File: src/rtl/mpuc_crot_pkg.sv
// ============================================================================
// Module : fft_mpuc_pkg
// Brief  : Shared definitions for the mpuc_crot complex constant multiplier.
//          It holds the coefficient-select encoding, both coefficient sets
//          (as K scaled by 2^16) and the common fraction width.
// Config : FFT256_COEF_HIGH_EN selects which set coef_k() returns.
// Rev    : 1.0  initial release
// ============================================================================
`default_nettype none

package fft_mpuc_pkg;

  // Encoding of the coefficient select input
  typedef enum logic [1:0] {
    SEL_COS_PI4 = 2'd0,   // cos(pi/4)
    SEL_COS_PI8 = 2'd1,   // cos(pi/8)
    SEL_SIN_PI8 = 2'd2,   // sin(pi/8)
    SEL_SUM_PI8 = 2'd3    // cos(pi/8) + sin(pi/8)
  } sel_e;

  // Every product is X*K / 2^COEF_FRAC, whichever precision is built
  localparam int COEF_FRAC = 16;

  // 16-bit-fraction constants
  localparam int unsigned COEF_HIGH [4] = '{46341, 60547, 25080, 85627};

  // 8-bit-fraction constants, pre-scaled onto the 16-bit fraction grid
  localparam int unsigned COEF_LOW  [4] = '{181 * 256, 237 * 256, 98 * 256, 334 * 256};

  // Constant applied by the active build for a given select
  function automatic int unsigned coef_k(input sel_e sel);
`ifdef FFT256_COEF_HIGH_EN
    return COEF_HIGH[int'(sel)];
`else
    return COEF_LOW[int'(sel)];
`endif
  endfunction

endpackage

`default_nettype wire

File: src/rtl/mpuc_crot_if.sv
// ============================================================================
// Module : mpuc_crot_if
// Brief  : Sample/strobe bus of the mpuc_crot rotator.
//          master : drives EI, ED, MPYJ, SEL, DR, DI; receives DOR, DOI, RDY
//          slave  : the rotator side
// Rev    : 1.0  initial release
// ============================================================================
`default_nettype none

interface mpuc_crot_if #(
  parameter int NB = 12
);
  logic                 EI;    // clock enable
  logic                 ED;    // data strobe
  logic                 MPYJ;  // multiply result by -j
  logic [1:0]           SEL;   // coefficient select
  logic signed [NB-1:0] DR;    // real input
  logic signed [NB-1:0] DI;    // imaginary input
  logic signed [NB:0]   DOR;   // real output
  logic signed [NB:0]   DOI;   // imaginary output
  logic                 RDY;   // new output pulse

  modport master (
    output EI, ED, MPYJ, SEL, DR, DI,
    input  DOR, DOI, RDY
  );

  modport slave (
    input  EI, ED, MPYJ, SEL, DR, DI,
    output DOR, DOI, RDY
  );
endinterface

`default_nettype wire

File: src/rtl/mpuc_csd_mul.sv
// ============================================================================
// Module : mpuc_csd_mul
// Brief  : Registered shift-add (CSD) multiply of one signed operand by the
//          selected constant: o_p = floor(i_x * K / 2^16).
// Ports  : clk, rst (sync, active-high), i_en (hold when low),
//          i_x (signed operand), i_sel (coefficient select),
//          o_p (registered signed product, NB+1 bits)
// Config : FFT256_COEF_HIGH_EN -> 16-bit-fraction constants, else 8-bit.
// Rev    : 1.0  initial release
// ============================================================================
`default_nettype none

module mpuc_csd_mul
  import fft_mpuc_pkg::*;
#(
  parameter int NB = 12
) (
  input  wire logic                 clk,
  input  wire logic                 rst,
  input  wire logic                 i_en,
  input  wire logic signed [NB-1:0] i_x,
  input  wire logic [1:0]           i_sel,
  output logic signed [NB:0]        o_p
);

  // |X*K| < 2^(NB-1) * 1.31 * 2^16, so NB+17 bits hold the signed sum.
  // Partial sums may wrap; modular arithmetic still yields the exact total.
  localparam int W = NB + 17;

  logic signed [W-1:0] w_x;
  logic signed [W-1:0] w_acc;
  logic                w_unused_frac;

  assign w_x = {{(W-NB){i_x[NB-1]}}, i_x};

  always_comb begin
    w_acc = '0;
    case (sel_e'(i_sel))
`ifdef FFT256_COEF_HIGH_EN
      // 46341 = 2^15 + 2^14 - 2^12 + 2^10 + 2^8 + 2^2 + 2^0
      SEL_COS_PI4: w_acc = (w_x <<< 15) + (w_x <<< 14) - (w_x <<< 12)
                         + (w_x <<< 10) + (w_x <<< 8) + (w_x <<< 2) + w_x;
      // 60547 = 2^16 - 2^12 - 2^10 + 2^7 + 2^2 - 2^0
      SEL_COS_PI8: w_acc = (w_x <<< 16) - (w_x <<< 12) - (w_x <<< 10)
                         + (w_x <<< 7) + (w_x <<< 2) - w_x;
      // 25080 = 2^15 - 2^13 + 2^9 - 2^3
      SEL_SIN_PI8: w_acc = (w_x <<< 15) - (w_x <<< 13) + (w_x <<< 9)
                         - (w_x <<< 3);
      // 85627 = 2^16 + 2^14 + 2^12 - 2^8 - 2^7 - 2^2 - 2^0
      SEL_SUM_PI8: w_acc = (w_x <<< 16) + (w_x <<< 14) + (w_x <<< 12)
                         - (w_x <<< 8) - (w_x <<< 7) - (w_x <<< 2) - w_x;
`else
      // 181*256 = 2^15 + 2^14 - 2^12 + 2^10 + 2^8
      SEL_COS_PI4: w_acc = (w_x <<< 15) + (w_x <<< 14) - (w_x <<< 12)
                         + (w_x <<< 10) + (w_x <<< 8);
      // 237*256 = 2^16 - 2^12 - 2^10 + 2^8
      SEL_COS_PI8: w_acc = (w_x <<< 16) - (w_x <<< 12) - (w_x <<< 10)
                         + (w_x <<< 8);
      // 98*256 = 2^15 - 2^13 + 2^9
      SEL_SIN_PI8: w_acc = (w_x <<< 15) - (w_x <<< 13) + (w_x <<< 9);
      // 334*256 = 2^16 + 2^14 + 2^12 - 2^9
      SEL_SUM_PI8: w_acc = (w_x <<< 16) + (w_x <<< 14) + (w_x <<< 12)
                         - (w_x <<< 9);
`endif
      default: w_acc = '0;
    endcase
  end

  // Dropping the fraction bits of a two's-complement value is floor()
  assign w_unused_frac = ^w_acc[COEF_FRAC-1:0];

  always_ff @(posedge clk) begin
    if (rst) begin
      o_p <= '0;
    end else if (i_en) begin
      o_p <= w_acc[W-1:COEF_FRAC];
    end
  end

endmodule

`default_nettype wire

File: src/rtl/mpuc_crot.sv
// ============================================================================
// Module : mpuc_crot
// Brief  : Time-multiplexed complex-by-real-constant multiplier with optional
//          -j post-rotation. One shared CSD multiplier handles the real part
//          and then the imaginary part on consecutive enabled cycles.
// Ports  : CLK, RST (sync, active-high), bus (mpuc_crot_if.slave):
//          EI enable, ED strobe, MPYJ, SEL, DR, DI in; DOR, DOI, RDY out.
// Config : FFT256_COEF_HIGH_EN selects high-precision constants (in the
//          multiplier); latency and interface do not change.
// Rev    : 1.0  initial release
// ============================================================================
`default_nettype none

module mpuc_crot
  import fft_mpuc_pkg::*;
#(
  parameter int NB = 12
) (
  input  wire logic   CLK,
  input  wire logic   RST,
  mpuc_crot_if.slave  bus
);

  // Stage valids: v1 captured, v2 real product ready, v3 imag product ready,
  // v4 both products aligned for the output register.
  logic                 r_v1, r_v2, r_v3, r_v4;
  logic                 r_j1, r_j2, r_j3, r_j4;
  logic signed [NB-1:0] r_dr;
  logic signed [NB-1:0] r_dih;
  logic [1:0]           r_sel;
  logic signed [NB:0]   r_pr;
  logic signed [NB:0]   r_pi;
  logic signed [NB:0]   r_dor;
  logic signed [NB:0]   r_doi;
  logic                 r_rdy;

  logic signed [NB-1:0] w_op;
  logic signed [NB:0]   w_prod;

  // The cycle after capture feeds DR; the cycle after that (r_v2) feeds the
  // held DI. r_sel stays valid for both, since a new capture in between
  // would have killed the older sample anyway.
  assign w_op = r_v2 ? r_dih : r_dr;

  mpuc_csd_mul #(
    .NB (NB)
  ) u_mul (
    .clk   (CLK),
    .rst   (RST),
    .i_en  (bus.EI),
    .i_x   (w_op),
    .i_sel (r_sel),
    .o_p   (w_prod)
  );

  always_ff @(posedge CLK) begin
    if (RST) begin
      r_v1  <= 1'b0;
      r_v2  <= 1'b0;
      r_v3  <= 1'b0;
      r_v4  <= 1'b0;
      r_j1  <= 1'b0;
      r_j2  <= 1'b0;
      r_j3  <= 1'b0;
      r_j4  <= 1'b0;
      r_dr  <= '0;
      r_dih <= '0;
      r_sel <= '0;
      r_pr  <= '0;
      r_pi  <= '0;
      r_dor <= '0;
      r_doi <= '0;
      r_rdy <= 1'b0;
    end else if (bus.EI) begin
      // Capture
      if (bus.ED) begin
        r_dr  <= bus.DR;
        r_dih <= bus.DI;
        r_sel <= bus.SEL;
        r_j1  <= bus.MPYJ;
      end
      r_v1 <= bus.ED;

      // A strobe right behind a captured sample supersedes it
      r_v2 <= r_v1 & ~bus.ED;
      r_v3 <= r_v2;
      r_v4 <= r_v3;

      // MPYJ rides along; spacing of at least 2 keeps it aligned
      r_j2 <= r_j1;
      r_j3 <= r_j2;
      r_j4 <= r_j3;

      // Real product lands one cycle before the imaginary one; hold it
      if (r_v2) r_pr <= w_prod;
      if (r_v3) r_pi <= w_prod;

      // Output register with optional -j: (a + jb)(-j) = b - ja
      r_rdy <= r_v4;
      if (r_v4) begin
        r_dor <= r_j4 ? r_pi  : r_pr;
        r_doi <= r_j4 ? -r_pr : r_pi;
      end
    end
  end

  assign bus.DOR = r_dor;
  assign bus.DOI = r_doi;
  assign bus.RDY = r_rdy;

endmodule

`default_nettype wire
File: src/flat_wrapper.sv
// flat-port wrapper written by rule: the top's interface ports become plain ports
module mpuc_crot_flat import fft_mpuc_pkg::*;
#(
  parameter int NB = 12
)
  (CLK, RST, bus_EI, bus_ED, bus_MPYJ, bus_SEL, bus_DR, bus_DI, bus_DOR, bus_DOI, bus_RDY);
  mpuc_crot_if #(.NB(NB)) bus_i ();
  input  wire logic CLK;
  input  wire logic RST;
  input wire logic [$bits(bus_i.EI)-1:0] bus_EI;
  input wire logic [$bits(bus_i.ED)-1:0] bus_ED;
  input wire logic [$bits(bus_i.MPYJ)-1:0] bus_MPYJ;
  input wire logic [$bits(bus_i.SEL)-1:0] bus_SEL;
  input wire logic [$bits(bus_i.DR)-1:0] bus_DR;
  input wire logic [$bits(bus_i.DI)-1:0] bus_DI;
  output wire logic [$bits(bus_i.DOR)-1:0] bus_DOR;
  output wire logic [$bits(bus_i.DOI)-1:0] bus_DOI;
  output wire logic [$bits(bus_i.RDY)-1:0] bus_RDY;
  assign bus_i.EI = bus_EI;
  assign bus_i.ED = bus_ED;
  assign bus_i.MPYJ = bus_MPYJ;
  assign bus_i.SEL = bus_SEL;
  assign bus_i.DR = bus_DR;
  assign bus_i.DI = bus_DI;
  assign bus_DOR = bus_i.DOR;
  assign bus_DOI = bus_i.DOI;
  assign bus_RDY = bus_i.RDY;
  mpuc_crot #(.NB(NB)) u_core (.CLK(CLK), .RST(RST), .bus(bus_i));
endmodule
File: config.mk
export PLATFORM = sky130hd
export DESIGN_NAME = mpuc_crot_flat
export DESIGN_NICKNAME = d
export VERILOG_FILES = /design/src/rtl/mpuc_crot_pkg.sv /design/src/rtl/mpuc_crot_if.sv /design/src/rtl/mpuc_csd_mul.sv /design/src/rtl/mpuc_crot.sv /design/src/flat_wrapper.sv
export SDC_FILE = /design/constraint.sdc
export NUM_CORES = 1
export LEC_CHECK = 0
export CAP_MARGIN = 5
export CELL_PAD_IN_SITES_DETAIL_PLACEMENT = 1
export CELL_PAD_IN_SITES_GLOBAL_PLACEMENT = 2
export CORE_MARGIN = 2
export CORE_UTILIZATION = 40
export CTS_CLUSTER_SIZE = 12
export DETAILED_ROUTE_END_ITERATION = 8
export GPL_ROUTABILITY_DRIVEN = 0
export GPL_TIMING_DRIVEN = 0
export PLACE_DENSITY_LB_ADDON = 0.2
export SLEW_MARGIN = 0
export SYNTH_ARGS = -nofsm -noshare
export SYNTH_HDL_FRONTEND = slang
export SYNTH_SLANG_ARGS = --single-unit
File: constraint.sdc
create_clock -name CLK -period 13.45 [get_ports CLK]
set_clock_uncertainty 0.1 [all_clocks]
set_input_delay 3.3625 -clock CLK [delete_from_list [all_inputs] [get_ports CLK]]
set_output_delay 3.3625 -clock CLK [all_outputs]
set_load 0.02 [all_outputs]
==> qor.txt <==
Buf/Inv on CP: 6
DR DRC count: 0
Resize count post-CTS: 0
critical path type: reg2reg
CP required: 13.57 ns
Post-synth EDFFs: 0
clock-pin slew on the worst setup and hold paths: 0.07 ns
cell area after layout: 0.0115 mm^2
pwr dens: 120 mW/mm^2
Slew Viols, Final: 0
register area share after synthesis: 0.199
Worst Reg-to-Reg Cells: 19
detailed placer's ending HPWL: 26.0 mm
synth unique cells: 66
Critical Path Start: u_core.r_v2
CTS HTree Levels: 3
share of layout cells above drive strength 1: 0.0420
Post-Route WL: 32.1 mm
Die H: 162 um
reg2reg setup slack: 6.68 ns
vias after detailed routing: 9028
syn avg cell area: 8.18 um^2
worst hold path type: reg2reg
nature of the critical path endpoint: register
Post-Syn Area: 0.0100 mm^2
worst r2r dst: u_core.u_mul.o_p[11]
TritonCTS Buffers: 9
Tot GR Track Use: 0.252
CP delay by family, top: adder cells
Worst path depth: 19
Cells after Synth: 1228
Critical Path End: u_core.u_mul.o_p[11]
most frequent cells in the layout: 165 x nand2_1, 139 x inv_1, 116 x a21oi_1
top_reg_cell synth: dfxtp_1
RR Startpoint: u_core.r_v2
TNS Setup: 0 ns
die area: 0.0264 mm^2
asr flop ratio synth: 0
Worst Tran Pin Value: 1.11 ns
Pre-antenna DRT Iters: 5
initial antenna violation count: 0
Vias per Instance: 5.53
FF+latch count, synth: 100
outcome: completed
post-synth top area share: 0.199
Sink Count: 100
Crit path largest cell delay: 0.83 ns
Layout fillers: 2992
Pleak: 4.87 nW
Buffers on Ports: 57
initial drt markers: 479
post-CTS setup buffer count: 0
most common cell after layout, fill and taps aside: nand2_1
syn nets: 1444
CTS tree: built
grt ovf: 0
Slowest-stage cell, CP: clkbuf_1
Crit path arrival time: 6.89 ns
VDD IR max: 0.0516 mV
Syn. warnings: 0
Final setup viols: 0
Max Cap Viol: 0
vias in the first global route: 9182
Hold Slack: 0.355 ns
Final nets: 1521
largest fanout on the critical path: 10
core area: 0.0245 mm^2
first-pass GRT wire length: 51.4 mm
Tcrit/Tclk final: 0.504
final worst path period need: 6.77 ns
CP Launch Type: register
Cell Rows: 57
clock buffer depth: 2
Initial Utilization: 0.410
Fmax: 0.148 GHz
Top Ports: 58
Antenna Cells: 0
Critical Path, Cell by Cell: buf_6, clkbuf_1, mux2i_2, buf_6, inv_1, fa_1, fa_1, inv_1, fa_1, inv_1, ha_1, a21oi_1, o211ai_1, a221oi_1, o31ai_1, xnor2_1, nor2_1, o41ai_1, o211ai_1
Synth area leader: dfxtp_1
routed len/inst: 19.7 um
relative slew slack: 0.260
Final Hold Fails: 0
largest net degree at the start of global routing: 18
Worst-Skew Late Latency: 0.36 ns
die width: 162 um
RSZ-0062 raised after global routing: false
CTS root buffer: clkbuf_16
area grow syn2layout: 14.7%
post-place instance area: 0.0112 mm^2
hold buffers post-CTS: 0
largest cells by area after synthesis: dfxtp_1 20%, fa_1 16%, ha_1 13%
antenna viol nets, final: 0
## cell type report
cell class	count	area [um^2]	share of cell area
multi-input cells	937	7380	0.640
inverters	140	526	0.0456
clock inverters	6	95.1	0.00825
flip-flops and latches	100	2000	0.174
repair buffers	66	677	0.0588
plain buffers	51	199	0.0173
well taps	324	405	0.0352
clock buffers	10	239	0.0207
## how the worst min path moves through the flow
stage	start	end	slack (ns)	cells after the start
2_1_floorplan	u_core.r_dr[10]	u_core.r_dr[10]	0.34	2
3_3_place_gp	u_core.r_dr[11]	u_core.r_dr[11]	0.34	2
3_5_place_dp	u_core.r_j1	u_core.r_j1	0.35	2
4_1_cts	u_core.r_j1	u_core.r_j1	0.36	2
5_1_grt	u_core.r_j1	u_core.r_j1	0.38	2
6_report	u_core.r_j1	u_core.r_j1	0.36	2
## tightest hold or removal path: cells and delay by family (launching register included)
kind / cells / cell delay [ns]
AOI/OAI and AO/OA: 1 / 0.05
DFF: 1 / 0.31
and+or+nand+nor: 1 / 0.05
## power by group
part / switching (mW) / leakage (nW) / internal (mW)
Clock: 0.120 / 0.157 / 0.170
Sequential: 0.0138 / 0.812 / 0.311
Combinational: 0.472 / 3.90 / 0.297
Total: 0.606 / 4.87 / 0.777
## flip-flops by register name, indices dropped and copies added, names as in the netlist, 2 cells and up
register / count
u_core.r_dr: 12
u_core.r_pi: 13
u_core.r_dih: 12
u_core.r_pr: 13
u_core.bus.DOR: 13
u_core.r_sel: 2
u_core.u_mul.o_p: 13
u_core.bus.DOI: 13
## metrics by stage
stage,util,setup WS (ns),power (mW),cells
2_1_floorplan,-,6.26,0.868,1228
3_3_place_gp,0.450,3.99,1.07,1609
3_5_place_dp,0.457,6.68,1.09,1618
4_1_cts,0.471,6.67,1.38,1634
5_1_grt,0.471,6.24,1.49,1634
6_report,0.471,6.68,1.38,1634
## cells in the mapped netlist, types with 6 or more instances
library cell and count:
or2_2 6, a21oi_1 116, o21a_1 8, nor2b_1 6, buf_1 8, ha_1 107, xnor2_1 29, a21o_1 18
xor2_1 15, a211oi_1 35, inv_1 139, and2_1 6, nor3_1 14, fa_1 78, nand4_1 15, nand2_1 165
nor2_1 93, a311oi_1 6, a31oi_1 12, dfxtp_1 100, clkbuf_1 42, nand3_1 21, mux2i_1 47, o21ai_0 40
o211ai_1 6, a221oi_1 7, nand2b_1 7
## kinds of logic (layout without fill, tap and decap cells)
group | Yosys count | in the layout | synth area share
xor gates and xnor gates | 44 | 44 | 0.0384
AOI/OAI and AO/OA | 297 | 297 | 0.188
and+or+nand+nor | 361 | 361 | 0.161
DFF | 100 | 100 | 0.199
adders and majority gates | 185 | 185 | 0.289
muxes | 50 | 50 | 0.0525
buffers and inverters | 191 | 273 | 0.0722
## metal layers
metal / part of all wire / global-route usage / wire [um]
met3: 0.034 / 0.0321 / 1090
met4: 0.014 / 0.0426 / 458
met1: 0.50 / 0.368 / 16100
met5: 0 / 0 / 0
met2: 0.45 / 0.404 / 14500
(Power assumes the default switching activity.)
==> patch 1, RTL diff (config.mk and constraints unchanged) <==
`NB` is set to 12 in 4 places; all go to 14.
--- a/src/rtl/mpuc_crot_if.sv
+++ b/src/rtl/mpuc_crot_if.sv
@@ -10,3 +10,3 @@
 interface mpuc_crot_if #(
-  parameter int NB = 12
+  parameter int NB = 14
 );
--- a/src/rtl/mpuc_csd_mul.sv
+++ b/src/rtl/mpuc_csd_mul.sv
@@ -15,3 +15,3 @@
 #(
-  parameter int NB = 12
+  parameter int NB = 14
 ) (
--- a/src/rtl/mpuc_crot.sv
+++ b/src/rtl/mpuc_crot.sv
@@ -16,3 +16,3 @@
 #(
-  parameter int NB = 12
+  parameter int NB = 14
 ) (
--- a/src/flat_wrapper.sv
+++ b/src/flat_wrapper.sv
@@ -3,3 +3,3 @@
 #(
-  parameter int NB = 12
+  parameter int NB = 14
 )
Ports: changed (resized bus_DI, bus_DOI, bus_DOR and bus_DR); port bits go from 58 to 66. No check against the original RTL was run, so the function may have changed too.
==> patch 1 against the original RTL <==
- global-route usage is 0.39 points lower
- critical path depth stayed put
- clock power is 63% higher
- power is 26% higher
- sequential cell count is 14 higher
- sequential power is 15% higher
- wire length is 13% higher
- worst setup slack worse by 390 ps
- synthesized area is 13% higher
- design area is 16% higher
- worst hold slack better by 12 ps
- critical path type unchanged
==> patch 1: results (changes against the original RTL) <==
INFO  metric multi_input_gate_share_of_total_cell_area = 62.7% (was 64.0%)
INFO  metric grt_pass1_vias = 10500 (was 9182)
INFO  metric grt_util_met2 = 41.0% (was 40.4%)
INFO  metric met2_length = 16700 microns (was 14500 microns)
INFO  metric synth-adder-area-share = 29.2% (was 28.9%)
INFO  metric bufAreaShareNonClock = 7.51% (was 7.60%)
INFO  metric synth_xor_xnor_area_share = 4.47% (was 3.84%)
INFO  metric finalWirelength = 36200 microns (was 32100 microns)
INFO  metric critical_path.slowest_cell = sky130_fd_sc_hd__a2111oi_0 (was sky130_fd_sc_hd__clkbuf_1)
INFO  metric number_of_cts_inserted_buffers = 17 (was 9)
INFO  metric number_of_non_filler_instances_in_the_completed_layout = 1837 (was 1634)
INFO  metric nClkBuffers = 23 (was 10)
INFO  metric power_leakage = 5.67 nW (was 4.87 nW)
INFO  metric fin_worst_hold_slack = 368 ps (was 355 ps)
INFO  metric dr_wl_met3 = 1200 microns (was 1090 microns)
INFO  metric post_syn_instances = 1352 (was 1228)
INFO  metric drive_gt1_share = 5.35% (was 4.20%)
INFO  metric post_synth_mux_area_share = 5.48% (was 5.25%)
INFO  metric signal_buffers = 129 (was 117)
INFO  metric finalNetCount = 1690 (was 1521)
INFO  metric ff2ff_setup_slack = 6290 ps (was 6680 ps)
INFO  metric tightest_slew = 1410 ps (was 1110 ps)
INFO  metric status = finished, final reports clean (unchanged)
INFO  metric clockNetworkAreaShare = 4.61% (was 2.90%)
INFO  metric numPortBuffers = 65 (was 57)
INFO  metric via_count = 9934 (was 9028)
INFO  metric htreeDepth = 4 (was 3)
INFO  metric grt_start_max_net_pins = 17 (was 18)
INFO  metric tap_count = 378 (was 324)
INFO  metric ys_seq_area_share = 20.1% (was 19.9%)
INFO  metric dp_worst_setup_slack = 6450 ps (was 6680 ps)
INFO  metric ir_drop = 0.0821 mV (was 0.0516 mV)
patch 1: cell types whose count changed after synthesis, moves of 11 or more:
cell	unedited run	this run
sky130_fd_sc_hd__clkbuf_1	42	53
sky130_fd_sc_hd__a21oi_1	116	130
sky130_fd_sc_hd__dfxtp_1	100	114
sky130_fd_sc_hd__o21ai_0	40	29
sky130_fd_sc_hd__nand2_1	165	179
sky130_fd_sc_hd__fa_1	78	94
sky130_fd_sc_hd__inv_1	139	157
patch 1: worst min-delay path, cell delays in order (launching register included):
cell and delay [ps]:
sky130_fd_sc_hd__dfxtp_1 320, sky130_fd_sc_hd__nand2_1 50, sky130_fd_sc_hd__a21oi_1 50
patch 1: power groups by stage:
stage | registers (mW) | clock network, mW | logic (mW)
floorplan | 0.373 | 0 | 0.643
global placement | 0.379 | 0 | 0.868
detailed placement | 0.380 | 0 | 0.888
CTS | 0.373 | 0.476 | 0.897
global route | 0.376 | 0.496 | 1.01
finish | 0.373 | 0.472 | 0.901
==> patch 2, RTL diff (same flow settings) <==
Without the edit above. Reset style: asynchronous (`RST` and `rst`), changed in 2 clocked blocks.
--- a/src/rtl/mpuc_csd_mul.sv
+++ b/src/rtl/mpuc_csd_mul.sv
@@ -71,3 +71,3 @@
 
-  always_ff @(posedge clk) begin
+  always_ff @(posedge clk or posedge rst) begin
     if (rst) begin
--- a/src/rtl/mpuc_crot.sv
+++ b/src/rtl/mpuc_crot.sv
@@ -55,3 +55,3 @@
 
-  always_ff @(posedge CLK) begin
+  always_ff @(posedge CLK or posedge RST) begin
     if (RST) begin
Formal check against the unedited RTL: not equivalent (a bounded check fails within 10 cycles, from zero or initial values and one cycle with RST high; the reset may be asserted at any time).
==> patch 2 against the original RTL <==
- non-clock buffer count decreased by 29
- synthesized area is 0.22% lower
- critical path type unchanged
- critical path depth fell by 3
- design area decreased by 0.26%
- worst setup slack got worse by 44 ps
- sequential cell count unchanged
- wire length decreased by 12%
Power is not shown: default switching activity piles up to over one toggle a cycle in this logic, so the estimate is an artifact.
==> patch 2: results (changes against the original RTL) <==
INFO  metric synth_compound_gate_area_share = 14.1% (was 18.8%)
INFO  metric grt_pass1_vias = 8327 (was 9182)
INFO  metric cpPeakStageDelay = 880 ps (was 830 ps)
INFO  metric number_of_cts_inserted_buffers = 9 (unchanged)
INFO  metric ys_async_sr_fraction = 100% (was 0%)
INFO  metric synth_xor_xnor_area_share = 4.02% (was 3.84%)
INFO  metric synthTopCellsByCount = 133 x sky130_fd_sc_hd__inv_1, 107 x sky130_fd_sc_hd__ha_1, 100 x sky130_fd_sc_hd__dfrtp_1 (was 165 x sky130_fd_sc_hd__nand2_1, 139 x sky130_fd_sc_hd__inv_1, 116 x sky130_fd_sc_hd__a21oi_1)
INFO  metric worstSkewPairLatency = 340 ps (was 360 ps)
INFO  metric via_count = 7709 (was 9028)
INFO  metric timing.reg2reg.worst_path_depth = 16 (was 19)
INFO  metric post_synth_mux_area_share = 11.7% (was 5.25%)
INFO  metric synth_area_leaders = sky130_fd_sc_hd__dfrtp_1 25%, sky130_fd_sc_hd__fa_1 16%, sky130_fd_sc_hd__ha_1 13%, sky130_fd_sc_hd__mux2_2 6.6%, sky130_fd_sc_hd__inv_1 5.0% (was sky130_fd_sc_hd__dfxtp_1 20%, sky130_fd_sc_hd__fa_1 16%, sky130_fd_sc_hd__ha_1 13%, sky130_fd_sc_hd__nand2_1 6.2%, sky130_fd_sc_hd__a21oi_1 5.8%)
INFO  metric critical_path.reg2reg.endpoint = u_core.u_mul.o_p[10] (was u_core.u_mul.o_p[11])
INFO  metric min_path_cells = 1 (was 2)
INFO  metric distinct_cells_synth = 71 (was 66)
INFO  metric ys_seq_area_share = 25.0% (was 19.9%)
INFO  metric finalWirelength = 28400 microns (was 32100 microns)
INFO  metric hold_path.startpoint = u_core.bus.RDY (was u_core.r_j1)
INFO  metric syn-num-nets = 1241 (was 1444)
INFO  metric yosys.area.top_type = sky130_fd_sc_hd__dfrtp_1 (was sky130_fd_sc_hd__dfxtp_1)
INFO  metric grt_start_max_net_pins = 65 (was 18)
INFO  metric grt_util_all_layers = 22.5% (was 25.2%)
INFO  metric status = finished, final reports clean (unchanged)
INFO  metric worstSetupStartpoint = u_core.r_v2 (unchanged)
INFO  metric synth-adder-area-share = 29.0% (was 28.9%)
==> patch 2: per-stage QoR <==
step / hold WS (ps) / std cells / worst slack, ps / cell area (sq um) / util (%)
2_1_floorplan: 360 / 1025 / 6070 / 10000 / -
3_3_place_gp: 365 / 1406 / 3780 / 11000 / 44.9
3_5_place_dp: 379 / 1413 / 6620 / 11200 / 45.7
4_1_cts: 395 / 1429 / 6560 / 11500 / 47.0
5_1_grt: 422 / 1429 / 6240 / 11500 / 47.0
6_report: 385 / 1429 / 6630 / 11500 / 47.0
==> patch 2: worst min-delay path by stage <==
stage,end,slack (ps)
floorplan,u_core.u_mul.o_p[5],360
global placement,u_core.bus.RDY,370
detailed placement,u_core.bus.RDY,380
CTS,u_core.bus.RDY,400
global route,u_core.bus.RDY,420
finish,u_core.bus.RDY,390
==> patch 2: cells by family after synthesis <==
group	Yosys count
and+or+nand+nor	212
DFF	100
buffers and inverters	160
adders and majority gates	185
muxes	105
AOI/OAI and AO/OA	217
xor gates and xnor gates	46
==> patch 2: final cells by class <==
type	instances	area, sq um
plain buffers	24	93.8
clock buffers	9	225
clock inverters	7	81.3
fillers	2755	13000
inverters	136	513
multi-input cells	765	6980
flip-flops and latches	100	2500
well taps	324	405
repair buffers	64	689
==> patch 2: per-layer routing <==
layer	GRT usage [%]	routed length [microns]
met4	5.23	486
met1	29.7	12900
met5	0	0
met3	1.43	618
met2	40.6	14400
==> patch 2: worst max-delay path, delay by kind of cell, from the launching register on <==
kind / cells / cell delay, ps
simple gates: 4 / 910
fa+ha+maj: 3 / 1510
buf+inv: 4 / 1600
compound gates: 4 / 1330
mux: 1 / 880
flops: 1 / 340
